==> src/rtl/clock_timekeeper_pkg.sv <==
// Shared constants for the clock_timekeeper block.
// Holds the field-select encodings, BCD field limits, reset time-of-day and
// the BCD legality helper used by the field counters.
package clock_timekeeper_pkg;

  typedef enum logic [1:0] {
    SEL_SS = 2'd0,
    SEL_MM = 2'd1,
    SEL_HH = 2'd2,
    SEL_PM = 2'd3
  } field_sel_e;

  // BCD limits
  localparam logic [7:0] BCD_ZERO    = 8'h00;
  localparam logic [7:0] BCD_MAX_60  = 8'h59;
  localparam logic [7:0] BCD_HR_MAX  = 8'h12;
  localparam logic [7:0] BCD_HR_MIN  = 8'h01;
  // Hour value whose increment flips AM/PM (11 -> 12)
  localparam logic [7:0] BCD_HR_PM_EDGE = 8'h11;

  // Reset time-of-day: 12:00:00 AM
  localparam logic [7:0] RST_SS = 8'h00;
  localparam logic [7:0] RST_MM = 8'h00;
  localparam logic [7:0] RST_HH = 8'h12;
  localparam logic       RST_PM = 1'b0;

  // True when v is packed BCD (both digits 0-9) and lies within [lo, hi].
  function automatic logic bcd_in_range(input logic [7:0] v,
                                        input logic [7:0] lo,
                                        input logic [7:0] hi);
    return (v[3:0] <= 4'd9) && (v[7:4] <= 4'd9) && (v >= lo) && (v <= hi);
  endfunction

endpackage

==> src/rtl/clock_timekeeper_bcd_field_counter.sv <==
// bcd_field_counter: one 8-bit packed-BCD time field.
// Ports:
//   i_clk, i_reset_n  clock and synchronous active-low reset
//   i_inc             advance by one (wraps MAX_VAL -> MIN_VAL)
//   i_load            load i_load_val this edge, only if it is legal
//   i_load_val        candidate load value
//   o_val             registered field value
//   o_carry           combinational: this edge wraps the field (inc at max)
//   o_legal           combinational: i_load_val is a legal value for the field
module bcd_field_counter
  import clock_timekeeper_pkg::*;
#(
  parameter logic [7:0] MAX_VAL = 8'h59,
  parameter logic [7:0] MIN_VAL = 8'h00,
  parameter logic [7:0] RST_VAL = 8'h00
) (
  input  logic       i_clk,
  input  logic       i_reset_n,
  input  logic       i_inc,
  input  logic       i_load,
  input  logic [7:0] i_load_val,
  output logic [7:0] o_val,
  output logic       o_carry,
  output logic       o_legal
);

  logic [7:0] val_q;
  logic [7:0] val_d;

  assign o_legal = bcd_in_range(i_load_val, MIN_VAL, MAX_VAL);
  assign o_carry = i_inc && (val_q == MAX_VAL);
  assign o_val   = val_q;

  // Next-state: legal load beats increment; increment wraps at max, else BCD +1.
  always_comb begin
    val_d = val_q;
    if (i_load && o_legal) begin
      val_d = i_load_val;
    end else if (i_inc) begin
      if (val_q == MAX_VAL) begin
        val_d = MIN_VAL;
      end else if (val_q[3:0] == 4'd9) begin
        val_d = {val_q[7:4] + 4'd1, 4'd0};
      end else begin
        val_d = {val_q[7:4], val_q[3:0] + 4'd1};
      end
    end else begin
      val_d = val_q;
    end
  end

  // Field register with synchronous reset.
  always_ff @(posedge i_clk) begin
    if (!i_reset_n) begin
      val_q <= RST_VAL;
    end else begin
      val_q <= val_d;
    end
  end

endmodule

==> src/rtl/clock_timekeeper.sv <==
// clock_timekeeper: 12-hour BCD time-of-day counter with editor write port.
// Ports:
//   i_clk, i_reset_n  clock and synchronous active-low reset (-> 12:00:00 AM)
//   i_tick            1 Hz one-cycle strobe; ignored while i_wr is high
//   i_wr              edit mode level; freezes counting, enables field loads
//   i_sel, i_val      field select (ss/mm/hh/pm) and packed-BCD load value
//   o_ss, o_mm, o_hh  registered BCD time fields
//   o_pm              registered AM(0)/PM(1) flag
//   o_reject          one-cycle pulse after an out-of-range write attempt
//   o_min_pulse       one-cycle pulse after each counted 59->00 seconds wrap
module clock_timekeeper
  import clock_timekeeper_pkg::*;
(
  input  logic       i_clk,
  input  logic       i_reset_n,
  input  logic       i_tick,
  input  logic       i_wr,
  input  logic [1:0] i_sel,
  input  logic [7:0] i_val,
  output logic [7:0] o_ss,
  output logic [7:0] o_mm,
  output logic [7:0] o_hh,
  output logic       o_pm,
  output logic       o_reject,
  output logic       o_min_pulse
);

  field_sel_e sel_s;
  logic       ss_inc_s, mm_inc_s, hh_inc_s;
  logic       ss_load_s, mm_load_s, hh_load_s, pm_load_s;
  logic       ss_legal_s, mm_legal_s, hh_legal_s;
  logic       ss_carry_s;
  logic       pm_q, pm_d;
  logic       reject_q, reject_d;
  logic       min_pulse_q, min_pulse_d;

  assign sel_s = field_sel_e'(i_sel);

  // A tick that arrives in edit mode is dropped, not deferred.
  assign ss_inc_s = i_tick && !i_wr;
  assign mm_inc_s = ss_carry_s;

  // Select decode for field loads.
  always_comb begin
    ss_load_s = 1'b0;
    mm_load_s = 1'b0;
    hh_load_s = 1'b0;
    pm_load_s = 1'b0;
    if (i_wr) begin
      case (sel_s)
        SEL_SS:  ss_load_s = 1'b1;
        SEL_MM:  mm_load_s = 1'b1;
        SEL_HH:  hh_load_s = 1'b1;
        SEL_PM:  pm_load_s = 1'b1;
        default: ss_load_s = 1'b0;
      endcase
    end else begin
      ss_load_s = 1'b0;
    end
  end

  bcd_field_counter #(
    .MAX_VAL(BCD_MAX_60), .MIN_VAL(BCD_ZERO), .RST_VAL(RST_SS)
  ) u_ss (
    .i_clk(i_clk), .i_reset_n(i_reset_n), .i_inc(ss_inc_s), .i_load(ss_load_s),
    .i_load_val(i_val), .o_val(o_ss), .o_carry(ss_carry_s), .o_legal(ss_legal_s)
  );

  bcd_field_counter #(
    .MAX_VAL(BCD_MAX_60), .MIN_VAL(BCD_ZERO), .RST_VAL(RST_MM)
  ) u_mm (
    .i_clk(i_clk), .i_reset_n(i_reset_n), .i_inc(mm_inc_s), .i_load(mm_load_s),
    .i_load_val(i_val), .o_val(o_mm), .o_carry(hh_inc_s), .o_legal(mm_legal_s)
  );

  // Hours wrap 12 -> 01; its own wrap drives nothing further.
  bcd_field_counter #(
    .MAX_VAL(BCD_HR_MAX), .MIN_VAL(BCD_HR_MIN), .RST_VAL(RST_HH)
  ) u_hh (
    .i_clk(i_clk), .i_reset_n(i_reset_n), .i_inc(hh_inc_s), .i_load(hh_load_s),
    .i_load_val(i_val), .o_val(o_hh), .o_carry(), .o_legal(hh_legal_s)
  );

  // AM/PM flips on 11 -> 12, not on the 12 -> 01 wrap.
  always_comb begin
    pm_d = pm_q;
    if (pm_load_s) begin
      pm_d = i_val[0];
    end else if (hh_inc_s && (o_hh == BCD_HR_PM_EDGE)) begin
      pm_d = ~pm_q;
    end else begin
      pm_d = pm_q;
    end
  end

  // Reject when the selected field would not accept i_val.
  always_comb begin
    reject_d = 1'b0;
    if (i_wr) begin
      case (sel_s)
        SEL_SS:  reject_d = !ss_legal_s;
        SEL_MM:  reject_d = !mm_legal_s;
        SEL_HH:  reject_d = !hh_legal_s;
        SEL_PM:  reject_d = 1'b0;
        default: reject_d = 1'b0;
      endcase
    end else begin
      reject_d = 1'b0;
    end
  end

  // Seconds carry only happens while counting, so writes never pulse this.
  assign min_pulse_d = ss_carry_s;

  // AM/PM flag and status pulse registers.
  always_ff @(posedge i_clk) begin
    if (!i_reset_n) begin
      pm_q        <= RST_PM;
      reject_q    <= 1'b0;
      min_pulse_q <= 1'b0;
    end else begin
      pm_q        <= pm_d;
      reject_q    <= reject_d;
      min_pulse_q <= min_pulse_d;
    end
  end

  assign o_pm        = pm_q;
  assign o_reject    = reject_q;
  assign o_min_pulse = min_pulse_q;

endmodule

==> config.mk <==
export PLATFORM = sky130hd
export DESIGN_NAME = clock_timekeeper
export DESIGN_NICKNAME = d
export VERILOG_FILES = /design/src/rtl/clock_timekeeper_pkg.sv /design/src/rtl/clock_timekeeper_bcd_field_counter.sv /design/src/rtl/clock_timekeeper.sv
export SDC_FILE = /design/constraint.sdc
export NUM_CORES = 1
export LEC_CHECK = 0
export CAP_MARGIN = 30
export CORE_ASPECT_RATIO = 1.5
export CORE_MARGIN = 5
export CORE_UTILIZATION = 53
export DETAILED_ROUTE_END_ITERATION = 10
export PLACE_DENSITY = 0.84
export REMOVE_ABC_BUFFERS = 1
export SLEW_MARGIN = 15
export SYNTH_ARGS = -nofsm -noshare
export SYNTH_HDL_FRONTEND = slang
export SYNTH_SLANG_ARGS = --single-unit
==> constraint.sdc <==
create_clock -name i_clk -period 4.1 [get_ports i_clk]
set_clock_uncertainty 0.1 [all_clocks]
set_input_delay 0.82 -clock i_clk [delete_from_list [all_inputs] [get_ports i_clk]]
set_output_delay 0.82 -clock i_clk [all_outputs]
set_load 0.05 [all_outputs]
* After elaboration in Yosys (flattened, before gate mapping)
Cells that the tools add are included.
Word-level totals: output and inout bits 27, memory bits (writable) 0, logic and storage cells 83, input bits 14, bits in latches 0, bits in registers 27, ROM bits 0, memories kept 0
Cells by class: shift operators 0, reduce and logical (&&, ||, !) cells 28, divide/modulo/power cells 0, bitwise logic cells 1, multiply operators 0, $lt $le $gt $ge 6, add/subtract/negate cells 6, eq/ne operators 10, multiplexer cells 23
Operators with widths (number):
- 8-bit 2-to-1 mux | 12
- 4-bit by 1-bit adder with 4-bit output (second input constant) | 6
- 8-bit by 5-bit == test with 1-bit output (second input constant) | 2
- 8-bit by 7-bit == test with 1-bit output (second input constant) | 2
- 8-bit by 1-bit >= comparator with 1-bit output (second input constant) | 2
- 4-bit == test (second input constant) | 3
- 1-bit logical AND | 12
- 1-bit 2-to-1 mux | 10
- 3-bit nonzero test | 3
- 4-bit less-or-equal comparator (second input constant) | 2
- 8-bit by 5-bit less-or-equal comparator with 1-bit output (second input constant) | 1
- 8-bit by 7-bit less-or-equal comparator with 1-bit output (second input constant) | 1
- 2-bit AND reduction | 4
- 2-bit nonzero test | 4
- 2-bit == test (second input constant) | 2
- 1-bit logical NOT | 3
- 1-bit case mux with 3 select lines | 1
- 2-bit by 1-bit == test with 1-bit output (second input constant) | 1
- 2-bit logical NOT | 1
- 2-bit OR reduction | 1
- 1-bit NOT | 1

* Depth between registers and ports, before layout
Gate-level depths: netlist of the first run.
word-level depth 7, depth in mapped cells 9, mapped depth without buffers 7

* By module
From an unflattened synthesis of the first run, not the netlist that was laid out.
Unflattened totals: cell total of the unflattened synthesis 203, area total of the unflattened synthesis 1749.2 µm²
By module, submodules not included:
- bcd_field_counter at u_mm ... | times used 2, cells each 58, area each 508.0 µm²
- bcd_field_counter at u_hh | times used 1, cells each 65, area each 543.0 µm²
- clock_timekeeper | times used 1, cells each 22, area each 190.2 µm²

* Least setup slack after synthesis of the first run
Ideal clock, no wire load.
path type register to register, start point reg u_ss.val_q[0], in the netlist u_ss.o_val[0], end point reg u_mm.val_q[7], in the netlist u_mm.o_val[7], period minus slack after synthesis 2.266 ns, arrival time 2.096 ns, setup time 0.070 ns, stages on the path, launching flop included 8, slack 1.834 ns, path buffers 1, path through dfxtp_1 -> ha_1 -> and3b_1 -> and4_4 -> buf_6 -> nand4_2 -> or3_1 -> a21oi_1
Between the ends: longest elaborated chain between the ends 4
Ends and longest elaborated chain:
- start: declaration | line clock_timekeeper_bcd_field_counter.sv:27 | logic [7:0] val_q;
- start signal: assignment | line clock_timekeeper_bcd_field_counter.sv:57 | val_q <= val_d;
- 8-bit by 7-bit == test with 1-bit output | line clock_timekeeper_bcd_field_counter.sv:31 | assign o_carry = i_inc && (val_q == MAX_VAL);
- 1-bit logical AND | line clock_timekeeper_bcd_field_counter.sv:31
- 2-bit nonzero test (no source line)
- 2-bit AND reduction (no source line)
- end signal: assignment | line clock_timekeeper_bcd_field_counter.sv:57
- end: declaration | line clock_timekeeper_bcd_field_counter.sv:27
Every way passes these cells. A chain may end at the register's enable or synchronous reset.

* Worst setup path after layout of the first run
start point in i_val[3], end point reg u_hh.val_q[3], in the netlist u_hh.o_val[3]
Between the ends: longest elaborated chain between the ends 6, elaborated cells between the ends (all ways) 9, classes of those cells order compare (3); mux (1); reduce/logical (5)
Ends and longest elaborated chain:
- start: declaration | line clock_timekeeper.sv:19 | input logic [7:0] i_val,
- parallel branches: the longest is 6 deep, another holds 8-bit by 1-bit >= comparator with 1-bit output
- end signal: assignment | line clock_timekeeper_bcd_field_counter.sv:57
- end: declaration | line clock_timekeeper_bcd_field_counter.sv:27
Parallel ways; which one is timed is not known.

==> results of run 1 <==
==> worst max-delay path, cell delays in order <==
cell and delay [ns]:
clkdlybuf4s50_1 0.54, or4_1 0.56, nor2_1 0.13, or3_1 0.30
nand2_1 0.17, o22ai_1 0.19
==> area by class of cell <==
cell class | count | share of cell area
clock buffer | 4 | 0.0206
inverter | 14 | 0.0240
multi-input combinational | 177 | 0.500
sequential | 27 | 0.247
tap | 40 | 0.0228
timing repair buffer | 41 | 0.186
==> registers in the layout (all words and copies together) (netlist names) <==
register / flops
u_hh.o_val: 8
o_reject: 1
u_ss.o_val: 8
o_min_pulse: 1
o_pm: 1
u_mm.o_val: 8
==> power by group through the flow <==
stage	Sequential, W	Combinational, W	Clock (W)
after global routing	0.000275	0.0000877	0.000171
after global placement	0.000280	0.0000799	0
after CTS	0.000274	0.0000812	0.000157
after detailed placement	0.000280	0.0000809	0
final	0.000274	0.0000810	0.000153
after floorplan	0.000297	0.0000260	0
==> metrics by stage <==
stage | std cells | area, µm² | setup slack, ns | utilization
2_1_floorplan | 218 | 1690 | 1.88 | -
3_3_place_gp | 299 | 2150 | 1.31 | 0.679
3_5_place_dp | 299 | 2150 | 1.24 | 0.679
4_1_cts | 303 | 2190 | 1.50 | 0.693
5_1_grt | 303 | 2190 | 1.33 | 0.693
6_report | 303 | 2190 | 1.49 | 0.693
==> kinds of logic (layout without fill, tap and decap cells) <==
| logic type | count (synthesis) | count (layout) |
|---|---|---|
| AOI/OAI and AO/OA | 61 | 61 |
| xor gates and xnor gates | 3 | 3 |
| adders and majority gates | 10 | 10 |
| buffers and inverters | 24 | 59 |
| DFF | 27 | 27 |
| muxes | 3 | 3 |
| and+or+nand+nor | 100 | 100 |
==> metal layers <==
metal  GRT usage  part of all wire  up-vias
li1            -                 -      892
met1       0.225              0.42      808
met2       0.373              0.51       44
met3      0.0209             0.037       15
met4       0.109             0.036        0
met5           0                 0        -
==> Yosys cell counts, drive strengths merged, types with 6 or more instances <==
cell    instances
a211oi          6
a21oi          15
clkbuf          7
dfxtp          27
ha             10
inv            14
nand2          19
nand3           7
nor2           29
nor3            8
o21ai          18
==> final timing paths <==
check / from / end / slack [ns] / depth (start not counted)
worst max-delay path: i_val[3] / u_hh.o_val[3] / 1.49 / 6
worst min-delay path: u_ss.o_val[7] / u_ss.o_val[7] / 0.38 / 2
worst max register to register: u_ss.o_val[0] / u_mm.o_val[7] / 2.02 / 6
worst min register to register: u_ss.o_val[7] / u_ss.o_val[7] / 0.38 / 2
==> cells in the final DEF, fill, tap and decap left out, types with 2 or more instances in the layout <==
master           count
and2_1               3
or4_1                2
a211oi_1             6
o211ai_1             5
o21ai_0             17
nand4_1              4
nand2_1             19
mux2i_1              3
clkbuf_8             3
and3_1               2
ha_1                10
and2b_1              2
nor3_1               8
o22ai_1              3
a311oi_1             3
or3_1                3
inv_1               14
clkdlybuf4s50_1     40
a21oi_1             15
and3b_1              4
nand3_1              7
nand2b_1             2
o2111ai_1            2
xnor2_1              2
dfxtp_1             27
nor2_1              29
nor2b_1              4
==> results.md, run 1 <==
* Status: complete, no violations
* Post-layout nets at 288
* I/O pin count at 41
* Vias in the first global route at 1730
* Setup violators final at 0
* Area of the multi-input gates at 1090 µm²
* Peak Freq at 0.383 GHz
* Initial core utilization at 0.551
* Top post-synthesis cells by area: dfxtp_1 (31%), ha_1 (7.2%), nor2_1 (6.3%)
* Die W at 56.8 µm
* Largest family of logic cells by synthesized area: simple AND/OR/NAND/NOR gates
* Max VDD drop at 0.000155 V
* Hpwl dp at 3320 µm
* Slew Limit Fails at 0
* FF+latch count, synth at 27
* Via count at 1759
* Row count at 25
* Hold Path Class: reg -> reg
* Min Hold Slack at 0.379 ns
* Number of fill cells at 290
* Internal power at 0.000370 W
* Pwr dens at 232 nW/µm²
* Fin crit share at 0.638
* Post-synth EDFFs at 0
* Final Hold Fails at 0
* Total CTS buffers at 3
* Largest buffer count on any clock path at 2
* Combinational Power Share at 0.159
* Post-Synth Adder-Cell Area at 0.0719
* Die Area at 4550 µm²
* Post-Synthesis Cells at 228
* Worst setup SP type: input pin
* CTS resizes at 0
* Sequential share of power at 0.539
* Core ar. at 3160 µm²
* Worst slew pin tran at 0.591 ns
* Antenna violations before repair at 0
* Clock sinks at 27
* Commonest register cell after synthesis: dfxtp_1
* Register Area at 541 µm²
* Cell variety after synth at 50
* Xor/xnor share of the synthesized area at 0.0151
* H-tree Lvls at 1
* First-pass GRT wire length at 7500 µm
* Switching Fraction at 0.272
* CP Class: in -> reg
* Power Total at 0.000508 W
* Sequential share of the synthesized area at 0.311
* Clock latency on the worst-skew pair at 0.28 ns
* Routed wire per std cell at 14.4 µm
* Slew headroom at 0.605
* Post-synthesis mux area share at 0.0173
* Hold buffer count at CTS at 0
* CTS tree: done
* Maximum capacitance violations at 0
* Req. time, crit path at 4.20 ns
* ANT cells at 0
* Synth Warn # at 0
* RSZ-0062 raised after global routing: no
* Share of cells above drive strength 1 at 0.0380
* Port Buffers at 40
* Avg Inst Size Synth at 7.63 µm²
* RePlAce Congestion at 0.897
* Top cell type's share of synthesized area at 0.311
* Synth-to-layout area growth at 25.9%
* Die height at 80.2 µm
* Setup TNS Final at 0 ns
* Minimum clock period at 2.61 ns
* Drt pass-1 iters at 4
* CP Max Fanout at 10
* Power share of the clock group at 0.301
* Simple-gate share of the synthesized area at 0.303
* Worst path arrival time at 2.72 ns
* Post-synthesis compound-gate area fraction at 0.221
* DR iter-0 viols at 56
* Netlist area before placement at 1740 µm²
* Synth async-reset ratio at 0
* Synth area leader: dfxtp_1
* Largest net degree at the start of global routing at 16
* Total gr overflow at 0
* CTS clk-pin slew, worst paths at 0.09 ns
* Via/cell ratio at 5.81
* DRC at 0
* Root buf cell: clkbuf_8
* Leakage power at 0.819 nW
* Sw Pwr at 0.000138 W
* Total global-route track usage at 0.203
* Final wirelength at 4360 µm
* Detail Route Antenna Nets at 0
* Post-CTS setup buffers at 0
* CP Capture Type: flop
(Power assumes the default switching activity.)
==> run 2: changes to the inputs <==
--- a/config.mk
+++ b/config.mk
@@ -8,9 +8,9 @@
 export CAP_MARGIN = 30
 export CORE_ASPECT_RATIO = 1.5
 export CORE_MARGIN = 5
-export CORE_UTILIZATION = 53
+export CORE_UTILIZATION = 50
 export DETAILED_ROUTE_END_ITERATION = 10
-export PLACE_DENSITY = 0.84
+export PLACE_DENSITY = 0.8
 export REMOVE_ABC_BUFFERS = 1
 export SLEW_MARGIN = 15
 export SYNTH_ARGS = -nofsm -noshare
==> constraint.sdc (replaced) <==
create_clock -name i_clk -period 2.5 [get_ports i_clk]
set_clock_uncertainty 0.1 [all_clocks]
set_input_delay 0.5 -clock i_clk [delete_from_list [all_inputs] [get_ports i_clk]]
set_output_delay 0.5 -clock i_clk [all_outputs]
set_load 0.05 [all_outputs]
==> run 2 against run 1 <==
Compared with the run above:
- flip-flop and latch count did not move
- non-clock buffer count increased by 12
- global-route usage is 0.48 points lower
- final area grew 4.3%
- via count grew 3.2%
- total power grew 65%
- sequential share of layout area shrank 1.0 points
- utilization is 1.8 points lower
- combinational power rose by 81%
- critical endpoint unchanged
==> results.md, run 2 (synthesis gave the netlist of run 1 again) <==
* Status: complete, no violations
* Antenna violations before repair at 0
* Total CTS buffers at 3
* Clock sinks at 27
* Hold Startpoint: u_ss.o_val[7]
* Minimum clock period at 2.21 ns
* CTS resizes at 0
* Slew Limit Fails at 0
* Die Area at 4790 µm²
* Largest net degree at the start of global routing at 16
* Final wirelength at 4560 µm
* Row count at 26
* Synth-to-layout area growth at 31.3%
* RePlAce Congestion at 0.877
* Post-layout nets at 300
* CTS clk-pin slew, worst paths at 0.09 ns
* Total gr overflow at 0
* Drt pass-1 iters at 4
* FF-to-FF path depth at 6
* Max VDD drop at 0.000278 V
* Die W at 58.2 µm
* Worst setup SP type: input pin
* DRC at 0
* Pwr dens at 368 nW/µm²
* Largest buffer count on any clock path at 2
* Routed wire per std cell at 14.4 µm
* Flop2flop setup slack at 0.37 ns
* Commonest non-fill, non-tap cells in the layout: clkdlybuf4s50_1 (40), nor2_1 (29), dfxtp_1 (27)
* Final Hold Fails at 0
* Maximum capacitance violations at 0
* Via count at 1816
* Post-CTS setup buffers at 0
* Clock latency on the worst-skew pair at 0.27 ns
* First-pass GRT wire length at 7530 µm
* Worst R2R Start: u_ss.o_val[0]
* CTS tree: done
* Hpwl dp at 3580 µm
* Power Total at 0.000840 W
* Most common cell after layout, fill and taps aside: clkdlybuf4s50_1
* Worst hold endpoint: u_ss.o_val[7]
* Slew headroom at 0.666
* Share of cells above drive strength 1 at 0.0836
* Worst hold path cell count at 2
* Detail Route Antenna Nets at 0
* Hold Path Class: reg -> reg
* Die height at 82.3 µm
* I/O pin count at 41
* CP Max Fanout at 10
* Peak Freq at 0.453 GHz
* Total global-route track usage at 0.198
* DR iter-0 viols at 44
* Root buf cell: clkbuf_8
* Worst R2R End: u_mm.o_val[7]
* RSZ-0062 raised after global routing: no
* Worst path arrival time at 2.30 ns
* CP Capture Type: flop
* Vias in the first global route at 1742
* Hold buffer count at CTS at 0
* Core ar. at 3380 µm²
* Initial core utilization at 0.514
* Fin crit share at 0.883
* Setup TNS Final at 0 ns
* CP Class: in -> reg
* Via/cell ratio at 5.73
* Leakage power at 0.877 nW
* Port Buffers at 40
* Req. time, crit path at 2.60 ns
* H-tree Lvls at 1
* Worst slew pin tran at 0.500 ns
* ANT cells at 0
* Setup violators final at 0
[run 2: per-layer routing]
| metal | vias up | track usage | wire length (µm) |
|---|---|---|---|
| li1 | 915 | - | - |
| met1 | 837 | 0.212 | 1880 |
| met2 | 56 | 0.380 | 2420 |
| met3 | 8 | 0.0233 | 174 |
| met4 | 0 | 0.0905 | 81 |
| met5 | - | 0 | 0 |
[run 2: stage by stage]
step	hold WS [ns]	area, µm²	utilization	setup WS [ns]	cells
floorplan	0.516	1690	-	0.282	218
global placement	0.374	2240	0.662	0.0758	313
detailed placement	0.387	2240	0.662	0.0116	313
CTS	0.401	2280	0.675	0.292	317
global route	0.415	2280	0.675	0.137	317
finish	0.400	2280	0.675	0.292	317
[run 2: power by group]
group	leakage, nW	internal [W]	total [W]	switching (W)
sequential	0.219	0.000438	0.000450	0.0000113
combinational	0.633	0.0000633	0.000147	0.0000834
clock	0.0255	0.000111	0.000244	0.000132
total	0.877	0.000613	0.000840	0.000227
[run 2: area by class of cell]
cell class / count / area, µm²
clock buffers: 3 / 41.3
clock inverters: 1 / 5.00
fillers: 324 / 1100
inverters: 14 / 52.6
multi-input cells: 177 / 1090
flip-flops and latches: 27 / 541
well taps: 42 / 52.6
repair buffers: 53 / 498
[run 2: how the worst max path moves through the flow]
| stage | startpoint | to | slack, ns | cells past startpoint |
|---|---|---|---|---|
| final | i_val[1] | u_hh.o_val[3] | 0.29 | 6 |
| after detailed placement | i_val[3] | u_hh.o_val[3] | 0.01 | 6 |
| after global placement | i_val[3] | u_hh.o_val[7] | 0.08 | 6 |
| after floorplan | u_ss.o_val[0] | u_mm.o_val[7] | 0.28 | 6 |
| after global routing | i_val[3] | u_hh.o_val[6] | 0.14 | 6 |
| after CTS | i_val[3] | u_hh.o_val[3] | 0.29 | 6 |
[run 2: worst max-delay path, cell delays in order]
cell	delay (ns)
clkdlybuf4s50_1	0.49
or4_1	0.54
nor2_1	0.13
or3_1	0.30
nand2_1	0.16
o22ai_1	0.19
